==> src/rtl/gold_fall_supervisor.sv <==
// rtl/gold_fall_supervisor.sv - per-bag fall query FSM plus collection/crush pulse logic
module gold_fall_supervisor #(
  parameter logic [10:0] BOARD_X    = 11'd32,
  parameter logic [10:0] BOARD_Y    = 11'd160,
  parameter logic [3:0]  BOARD_ROWS = 4'd10,
  parameter logic [7:0]  TIMEOUT    = 8'd64,
  parameter logic [9:0]  GOLD_SCORE = 10'd500
) (
  input  logic        clk,
  input  logic        reset,
  input  logic        startOfFrame,
  input  logic [10:0] goldTLX,
  input  logic [10:0] goldTLY,
  input  logic [3:0]  gold_state,
  input  logic        digger_hit,
  input  logic        dirt_ack,
  input  logic        dirt_empty,
  output logic        dirt_req,
  output logic [3:0]  dirt_col,
  output logic [3:0]  dirt_row,
  output logic        can_fall,
  output logic        been_eaten,
  output logic        score_valid,
  output logic [9:0]  score_value,
  output logic        digger_crushed,
  output logic        query_err
);

  localparam logic [3:0] ST_FALLING = 4'd2;
  localparam logic [3:0] ST_GONE    = 4'd3;
  localparam logic [3:0] ST_PILE    = 4'd4;

  typedef enum logic [1:0] {IDLE, CALC, REQ, DECIDE} state_t;

  state_t     state;
  logic [7:0] cnt;
  logic       result;
  logic       eaten_done;
  logic       hit_prev;
  logic       skip_query;
  logic       collect;
  logic       crush;

  // The cell under the bag is one row below its top-left corner; rows past the board bottom have no dirt.
  assign skip_query = (gold_state == ST_GONE) || (gold_state == ST_PILE) ||
                      (((goldTLY + 11'd32 - BOARD_Y) >> 5) >= 11'(BOARD_ROWS));
  assign collect    = digger_hit && (gold_state == ST_PILE) && !eaten_done;
  assign crush      = digger_hit && !hit_prev && (gold_state == ST_FALLING);

  always_ff @(posedge clk or posedge reset) begin
    if (reset) begin
      state     <= IDLE;
      cnt       <= 8'd0;
      result    <= 1'b0;
      dirt_req  <= 1'b0;
      dirt_col  <= 4'd0;
      dirt_row  <= 4'd0;
      can_fall  <= 1'b0;
      query_err <= 1'b0;
    end else begin
      case (state)
        IDLE: begin
          cnt <= 8'd0;
          if (startOfFrame) state <= CALC;
        end
        CALC: begin
          dirt_col <= 4'((goldTLX - BOARD_X) >> 5);
          dirt_row <= 4'((goldTLY + 11'd32 - BOARD_Y) >> 5);
          cnt      <= 8'd0;
          if (skip_query) begin
            can_fall <= 1'b0;
            state    <= IDLE;
          end else begin
            dirt_req <= 1'b1;
            state    <= REQ;
          end
        end
        REQ: begin
          if (dirt_ack) begin
            result   <= dirt_empty;
            dirt_req <= 1'b0;
            state    <= DECIDE;
          end else if (cnt == TIMEOUT - 8'd1) begin
            // An unanswered query is treated as solid ground so the bag never drops on a guess.
            result    <= 1'b0;
            query_err <= 1'b1;
            dirt_req  <= 1'b0;
            state     <= DECIDE;
          end else begin
            cnt <= cnt + 8'd1;
          end
        end
        DECIDE: begin
          can_fall <= result;
          state    <= IDLE;
        end
        default: state <= IDLE;
      endcase
    end
  end

  always_ff @(posedge clk or posedge reset) begin
    if (reset) begin
      eaten_done     <= 1'b0;
      hit_prev       <= 1'b0;
      been_eaten     <= 1'b0;
      score_valid    <= 1'b0;
      score_value    <= 10'd0;
      digger_crushed <= 1'b0;
    end else begin
      hit_prev       <= digger_hit;
      been_eaten     <= collect;
      score_valid    <= collect;
      score_value    <= collect ? GOLD_SCORE : 10'd0;
      digger_crushed <= crush;
      if (collect) eaten_done <= 1'b1;
    end
  end

endmodule

==> config.mk <==
export PLATFORM = sky130hd
export DESIGN_NAME = gold_fall_supervisor
export DESIGN_NICKNAME = d
export VERILOG_FILES = /design/src/rtl/gold_fall_supervisor.sv
export SDC_FILE = /design/constraint.sdc
export NUM_CORES = 1
export LEC_CHECK = 0
export ABC_AREA = 1
export BUFFER_PORTS_ARGS = -buffer_cell sky130_fd_sc_hd__buf_4
export CORE_ASPECT_RATIO = 1.25
export CORE_MARGIN = 4
export CORE_UTILIZATION = 51
export CTS_CLUSTER_SIZE = 16
export DETAILED_ROUTE_END_ITERATION = 7
export PLACE_DENSITY = 0.84
export REMOVE_ABC_BUFFERS = 1
export SYNTH_ARGS = -nofsm -noshare
export SYNTH_HDL_FRONTEND = slang
export SYNTH_SLANG_ARGS = --single-unit
==> constraint.sdc <==
create_clock -name clk -period 3.4 [get_ports clk]
set_input_delay 0.34 -clock clk [delete_from_list [all_inputs] [get_ports clk]]
set_output_delay 0.34 -clock clk [all_outputs]
set_load 0.01 [all_outputs]
==> results of run 1 <==
cells by family after synthesis:
logic type	Yosys count	share of synthesized area [%]
xor gates and xnor gates	4	2.51
DFF	26	46.6
and+or+nand+nor	79	25.6
adders and majority gates	5	4.48
AOI/OAI and AO/OA	16	6.45
muxes	2	1.61
buffers and inverters	34	12.5
other	1	0.269
final cells by class:
class	instances	area (um^2)
fill	219	843
timing repair buffer	39	293
multi-input combinational	110	583
inverter	21	80.1
sequential	26	651
tap	33	41.3
clock buffer	4	36.3
cells in the mapped netlist:
master and number:
nand2_1 44, dfrtp_1 26, inv_1 18, buf_4 12
nand3_1 11, o21ai_0 10, nor2_1 8, ha_1 5
nor2_2 4, nor3_1 4, xnor2_1 3, a21oi_1 2
inv_2 2, mux2_2 2, nand2_2 2, nor3_2 2
o21ai_2 2, clkbuf_1 1, clkinv_2 1, conb_1 1
nand3_2 1, nand3b_1 1, nor4_1 1, o21ai_1 1
o21bai_1 1, or2_2 1, xor2_1 1
power by group through the flow:
stage                     Sequential [mW]  Combinational, mW  Clock (mW)
after floorplan                     0.473              0.160           0
after global placement              0.450              0.330           0
after detailed placement            0.452              0.340           0
after CTS                           0.448              0.340       0.161
after global routing                0.459              0.374       0.170
final                               0.447              0.332       0.155
stage by stage:
stage,hold slack (ns),setup WS (ns),util [%],std cells
after floorplan,0.371,2.15,-,157
after global placement,0.392,2.02,65.2,229
after detailed placement,0.403,1.98,65.2,229
after CTS,0.115,1.93,66.6,233
after global routing,0.105,1.75,66.6,233
final,0.129,1.94,66.6,233
final timing paths:
check,end,from,slack [ns]
max,cnt[6],cnt[0],1.94
min,hit_prev,digger_hit,0.13
max reg2reg,cnt[6],cnt[0],1.94
min reg2reg,digger_crushed,hit_prev,0.42
max in group asynchronous,cnt[5],reset,2.60
min in group asynchronous,digger_crushed,reset,0.22
registers in the layout, summed over array words and instances, names as in the netlist, named ones only:
name,count
can_fall,1
cnt,8
digger_crushed,1
dirt_col,4
dirt_req,1
dirt_row,4
eaten_done,1
hit_prev,1
query_err,1
result,1
score_value,1
state,1
routing by layer:
metal,wire (um),vias to the layer above
met5,0,-
met4,0,0
met3,190,0
met2,1530,40
met1,1060,524
li1,-,571
==> results.json, run 1 <==
{
  "grt_pass1_vias": 1175,
  "dr_total_vias": 1135,
  "seq_area_frac_synth_pct": 46.6,
  "grt-busiest-layer": "met2",
  "max_stage_delay_ns": 0.41,
  "start_kind": "flop",
  "slew_violations": 0,
  "intPower_uw": 613,
  "portBuffers": 39,
  "routed_wl_um": 2780,
  "synth_cell_types": 27,
  "cts_root_buf": "clkbuf_4",
  "final_common_cell": "nand2_1",
  "synth-seq-cells": 26,
  "min_period_over_period_pct": 42.9,
  "cts.clk_slew.worst_paths_ns": 0.14,
  "fin_nets": 238,
  "drc": 0,
  "use_met2_pct": 32.7,
  "combPwrFrac_pct": 35.5,
  "timing.reg2reg.worst_path_depth": 7,
  "dp_hpwl_um": 2220,
  "swShare_pct": 34.4,
  "crit_buf_inv": 0,
  "cts_tree": "yes",
  "antenna_found_initial": 0,
  "initial_utilization_pct": 55.2,
  "endpoint_kind": "flop",
  "setup_viol": 0,
  "die_area_mm2": 0.00364,
  "clock_skew_ns": 0.00215,
  "grt.met3_usage_pct": 2.91,
  "status": "complete, no violations",
  "final_cell_mix": "nand2_1 (44), buf_4 (39), dfrtp_1 (26)",
  "powerDensity_mw_per_mm2": 554,
  "ir_drop_uv": 419,
  "worstPathArrival_ns": 1.71,
  "use_met1_pct": 21.6,
  "h-tree-depth": 1,
  "hold_path_class": "in2reg",
  "pin_count": 56,
  "area_growth_pct": 20.6,
  "drt-wirelength-per-cell_um": 11.9,
  "pwr-share-clk_pct": 16.6,
  "worstMarginPinSlew_ns": 0.952,
  "critPathKind": "reg2reg",
  "grt_pass1_wl_um": 4950,
  "leakagePower_nw": 0.899,
  "firstDrtPassIters": 4,
  "cts_hold_buf": 0,
  "grt_usage_pct": 18.2,
  "yosysWarnings": 0,
  "max_cap_viol_count": 0,
  "syn-cell-area_mm2": 0.00140,
  "cp_data_required_time_ns": 3.65,
  "antenna_cells": 0,
  "clock_sinks": 26,
  "placed_area_mm2": 0.00165,
  "path_max_fanout": 9,
  "fp.dieW_um": 54.8,
  "viasPerCell": 4.87,
  "die_h_um": 66.5,
  "cts_resized": 0,
  "hold_viol": 0,
  "rsz0062_at_grt": "no",
  "yosys.area.top_type": "dfrtp_1",
  "critPathSlowestCell": "dfrtp_1",
  "drt-initial-drc-count": 31,
  "ant_nets": 0,
  "ys_top_cells_by_area": "dfrtp_1 (47%), nand2_1 (12%), buf_4 (6.5%)",
  "crit_top_cell": "nand2_1",
  "worstSkewPairLatency_ns": 0.32,
  "overflow": 0,
  "layout-drive-gt1-share_pct": 30.0,
  "syn_area_per_cell_um2": 8.36,
  "coreArea_mm2": 0.00253,
  "total_power_uw": 934,
  "cts_made_buffers": 3,
  "cts_setup_buffers": 0,
  "rows": 20,
  "design_area_mm2": 0.00168,
  "min_path_cells": 1,
  "grt_start_max_net_pins": 27,
  "switching_power_uw": 321,
  "p_seq_share_pct": 47.9,
  "netlist_instances": 167,
  "cpLargestDelayFamily": "simple AND/OR/NAND/NOR gates",
  "yosysTopAreaCellShare_pct": 46.6,
  "min_period_ns": 1.46,
  "place.gp.congestion": 0.738,
  "slew-limit-headroom_pct": 36.5,
  "cp.depth": 7,
  "clockBufferDepth": 2,
  "tns_ns": 0,
  "maxClockFrequency_mhz": 685,
  "worstPathCellList": "ha_1, nand2_1, nor2_2, nand3_1, nand3_2, nand2_1, o21ai_2"
}
(Power assumes the default switching activity.)
==> run 2, diff against run 1 <==
--- a/config.mk
+++ b/config.mk
@@ -5,14 +5,14 @@
 export SDC_FILE = /design/constraint.sdc
 export NUM_CORES = 1
 export LEC_CHECK = 0
-export ABC_AREA = 1
+export ABC_AREA = 0
 export BUFFER_PORTS_ARGS = -buffer_cell sky130_fd_sc_hd__buf_4
 export CORE_ASPECT_RATIO = 1.25
 export CORE_MARGIN = 4
-export CORE_UTILIZATION = 51
+export CORE_UTILIZATION = 43
 export CTS_CLUSTER_SIZE = 16
 export DETAILED_ROUTE_END_ITERATION = 7
-export PLACE_DENSITY = 0.84
+export PLACE_DENSITY = 0.75
 export REMOVE_ABC_BUFFERS = 1
 export SYNTH_ARGS = -nofsm -noshare
 export SYNTH_HDL_FRONTEND = slang
==> constraint.sdc (replaced) <==
create_clock -name clk -period 1.3 [get_ports clk]
set_input_delay 0.13 -clock clk [delete_from_list [all_inputs] [get_ports clk]]
set_output_delay 0.13 -clock clk [all_outputs]
set_load 0.01 [all_outputs]
==> run 2 against run 1 <==
Net effect: the flow now finishes with violations (setup timing); worst hold slack got worse by 0.11 ns; die area increased by 14%; maximum frequency is 7.3% higher; clock-buffer cell count is the same; sequential power increased to 2.6 times the previous value; power increased to 2.9 times the previous value; non-clock buffer count rose by 28; critical path depth is 2 lower; critical endpoint is now cnt[1]; largest cell class is now multi-input combinational cells; largest power group unchanged; highest routed layer is now met4.
==> results.json, run 2 <==
{
  "status": "finished with violations",
  "violations": "setup timing",
  "slew_violations": 0,
  "crit_buf_inv": 1,
  "dp_hpwl_um": 2190,
  "synth_cell_types": 41,
  "synth_flop_cell": "dfrtp_1",
  "async_flop_share_pct": 100,
  "hold_path_end": "dirt_row[2]",
  "seq_area_frac_synth_pct": 47.3,
  "viasPerCell": 4.91,
  "swShare_pct": 31.9,
  "yosysTopAreaCellShare_pct": 47.3,
  "fillers": 230,
  "total_power_mw": 2.67,
  "synth-simple-area-share_pct": 19.7,
  "coreArea_mm2": 0.00300,
  "ant_nets": 0,
  "regMostFlops": "cnt",
  "post-place-ws_ns": -0.119,
  "cts_tree": "yes",
  "worstHoldStart": "goldTLY[7]",
  "ir_drop_uv": 1010,
  "rrSetupSlack_ns": -0.06,
  "ys_top_cells_by_area": "dfrtp_1 (47%), buf_4 (6.0%), ha_1 (4.5%)",
  "final_cell_mix": "buf_4 (61), dfrtp_1 (25), o21ai_0 (8), nor2_1 (8), nand2_1 (7)",
  "rr_endpoint": "cnt[1]",
  "pin_count": 56,
  "rows": 22,
  "routed_wl_um": 3090,
  "cpLargestDelayFamily": "flip-flops",
  "min_period_ns": 1.36,
  "initial_utilization_pct": 45.8,
  "worstPathArrival_ns": 1.58,
  "yosys.area_share.xor_xnor_pct": 5.73,
  "critPathKind": "reg2reg",
  "area_growth_pct": 45.1,
  "worstPathCellList": "nand4bb_4, o21ai_4, buf_6, mux2i_1, nor2b_1",
  "synth_edf_count": 0,
  "grt_start_max_net_pins": 27,
  "cts.clk_slew.worst_paths_ns": 0.15,
  "setup_viol": 6,
  "place.gp.congestion": 0.768,
  "endpoint_kind": "flop",
  "yosys.area.top_type": "dfrtp_1",
  "synthAdderAreaFrac_pct": 4.55,
  "critPathSlowestCell": "dfrtp_1",
  "clockBufferDepth": 2,
  "combPwrFrac_pct": 42.1,
  "die_area_mm2": 0.00417,
  "yosysWarnings": 0,
  "final.setup.worst_slack_ns": -0.0603,
  "post-route-util_pct": 66.5,
  "yosysMostFrequentCell": "dfrtp_1",
  "maxClockFrequency_mhz": 735,
  "antenna_cells": 0,
  "syn-cell-area_mm2": 0.00138,
  "drt-initial-drc-count": 12,
  "firstDrtPassIters": 4,
  "portBuffers": 39,
  "layout-drive-gt1-share_pct": 45.5,
  "start_kind": "flop",
  "timing.reg2reg.worst_path_depth": 5,
  "synth_top_family_by_area": "simple AND/OR/NAND/NOR gates",
  "grt_usage_pct": 14.9,
  "min_period_over_period_pct": 105,
  "drc": 0,
  "fp.dieW_um": 58.6,
  "netlist_top_cells_count": "dfrtp_1 (26), buf_4 (11), o21ai_0 (9), nor2_1 (8)",
  "grt_pass1_wl_um": 4960,
  "powerDensity_mw_per_mm2": 1340,
  "die_h_um": 71.2,
  "switching_power_uw": 850,
  "pwr-share-clk_pct": 15.3,
  "hold_path_class": "in2reg",
  "grt_pass1_vias": 1148,
  "rsz0062_at_grt": "yes",
  "max_stage_delay_ns": 0.43,
  "max_cap_viol_count": 0,
  "cts_made_buffers": 3,
  "clock_skew_ns": 0.0113,
  "final_common_cell": "buf_4",
  "p_seq_share_pct": 42.7,
  "path_max_fanout": 4,
  "netlist_instances": 128,
  "worstSkewPairLatency_ns": 0.32,
  "synthMuxAreaShare_pct": 3.09,
  "h-tree-depth": 1,
  "cp_data_required_time_ns": 1.51,
  "synth-seq-cells": 26,
  "syn_area_per_cell_um2": 10.7,
  "antenna_found_initial": 0,
  "leakagePower_nw": 0.979,
  "clock_sinks": 26,
  "intPower_mw": 1.82,
  "fin_nets": 227,
  "synth_compound_area_share_pct": 11.2,
  "dr_total_vias": 1104,
  "hold_viol": 0,
  "cts_root_buf": "clkbuf_4",
  "overflow": 0,
  "min_path_cells": 2,
  "largestRegisters": "cnt (8), dirt_col (4), dirt_row (4)",
  "largest_register_ffs": 8,
  "timing.rr.start": "cnt[6]",
  "drt-wirelength-per-cell_um": 13.8
}
run 2: cell families (layout without fill, tap and decap cells):
logic type                 Yosys count  count (layout)
adders and majority gates            5               5
other                                1               4
AOI/OAI and AO/OA                   20              20
and+or+nand+nor                     44              44
xor gates and xnor gates             9               9
DFF                                 26              26
muxes                                4               4
buffers and inverters               19              77
run 2: power by group through the flow:
stage          sequential (mW)  clock (mW)  combinational, mW
6_report                  1.14       0.408               1.12
5_1_grt                   1.17       0.455               1.23
4_1_cts                   1.13       0.427               1.01
3_5_place_dp              1.14           0              0.983
3_3_place_gp              1.13           0              0.946
2_1_floorplan             1.23           0              0.366
run 2: routing by layer:
metal | track usage [%] | vias up | share of wire [%]
met1 | 18.6 | 523 | 41
met3 | 2.34 | 2 | 5.1
met2 | 25.8 | 31 | 54
met4 | 5.29 | 0 | 0.23
li1 | - | 548 | -
met5 | 0 | - | 0
run 2: per-stage QoR:
step                      setup TNS (ns)  hold slack [ns]  area [um^2]  cells
after floorplan                   -0.309            0.161         1300    118
after global placement            -0.334            0.208         1760    210
after detailed placement          -0.717            0.221         1760    210
after CTS                         -0.179          0.00531         1910    221
after global routing              -0.613           0.0155         2000    225
final                             -0.122           0.0212         2000    225
run 2: cell type report:
type / instances / area, um^2 / share of cell area (%)
multi-input cells: 86 / 714 / 35.8
clock buffers: 4 / 36.3 / 1.82
flip-flops and latches: 26 / 652 / 32.7
inverters: 6 / 22.5 / 1.13
well taps: 36 / 45.0 / 2.26
repair buffers: 67 / 526 / 26.3
run 2: worst max path at each step:
stage | from | endpoint | slack [ns] | cells past startpoint
final | cnt[6] | cnt[1] | -0.06 | 5
after CTS | cnt[6] | cnt[1] | -0.05 | 5
after global routing | cnt[6] | cnt[4] | -0.14 | 4
after detailed placement | cnt[0] | cnt[3] | -0.12 | 5
after floorplan | cnt[0] | cnt[3] | -0.14 | 5
after global placement | cnt[0] | cnt[3] | -0.08 | 5
run 2: timing repair:
item | in CTS | in global routing
endpoints found under the setup margin | 13 | 14
pin swaps | 11 | 15
setup buffers | 5 | 4
resized for setup | 11 | 12
hold buffers | 2 | 1
hold endpoints to repair | 27 | 1
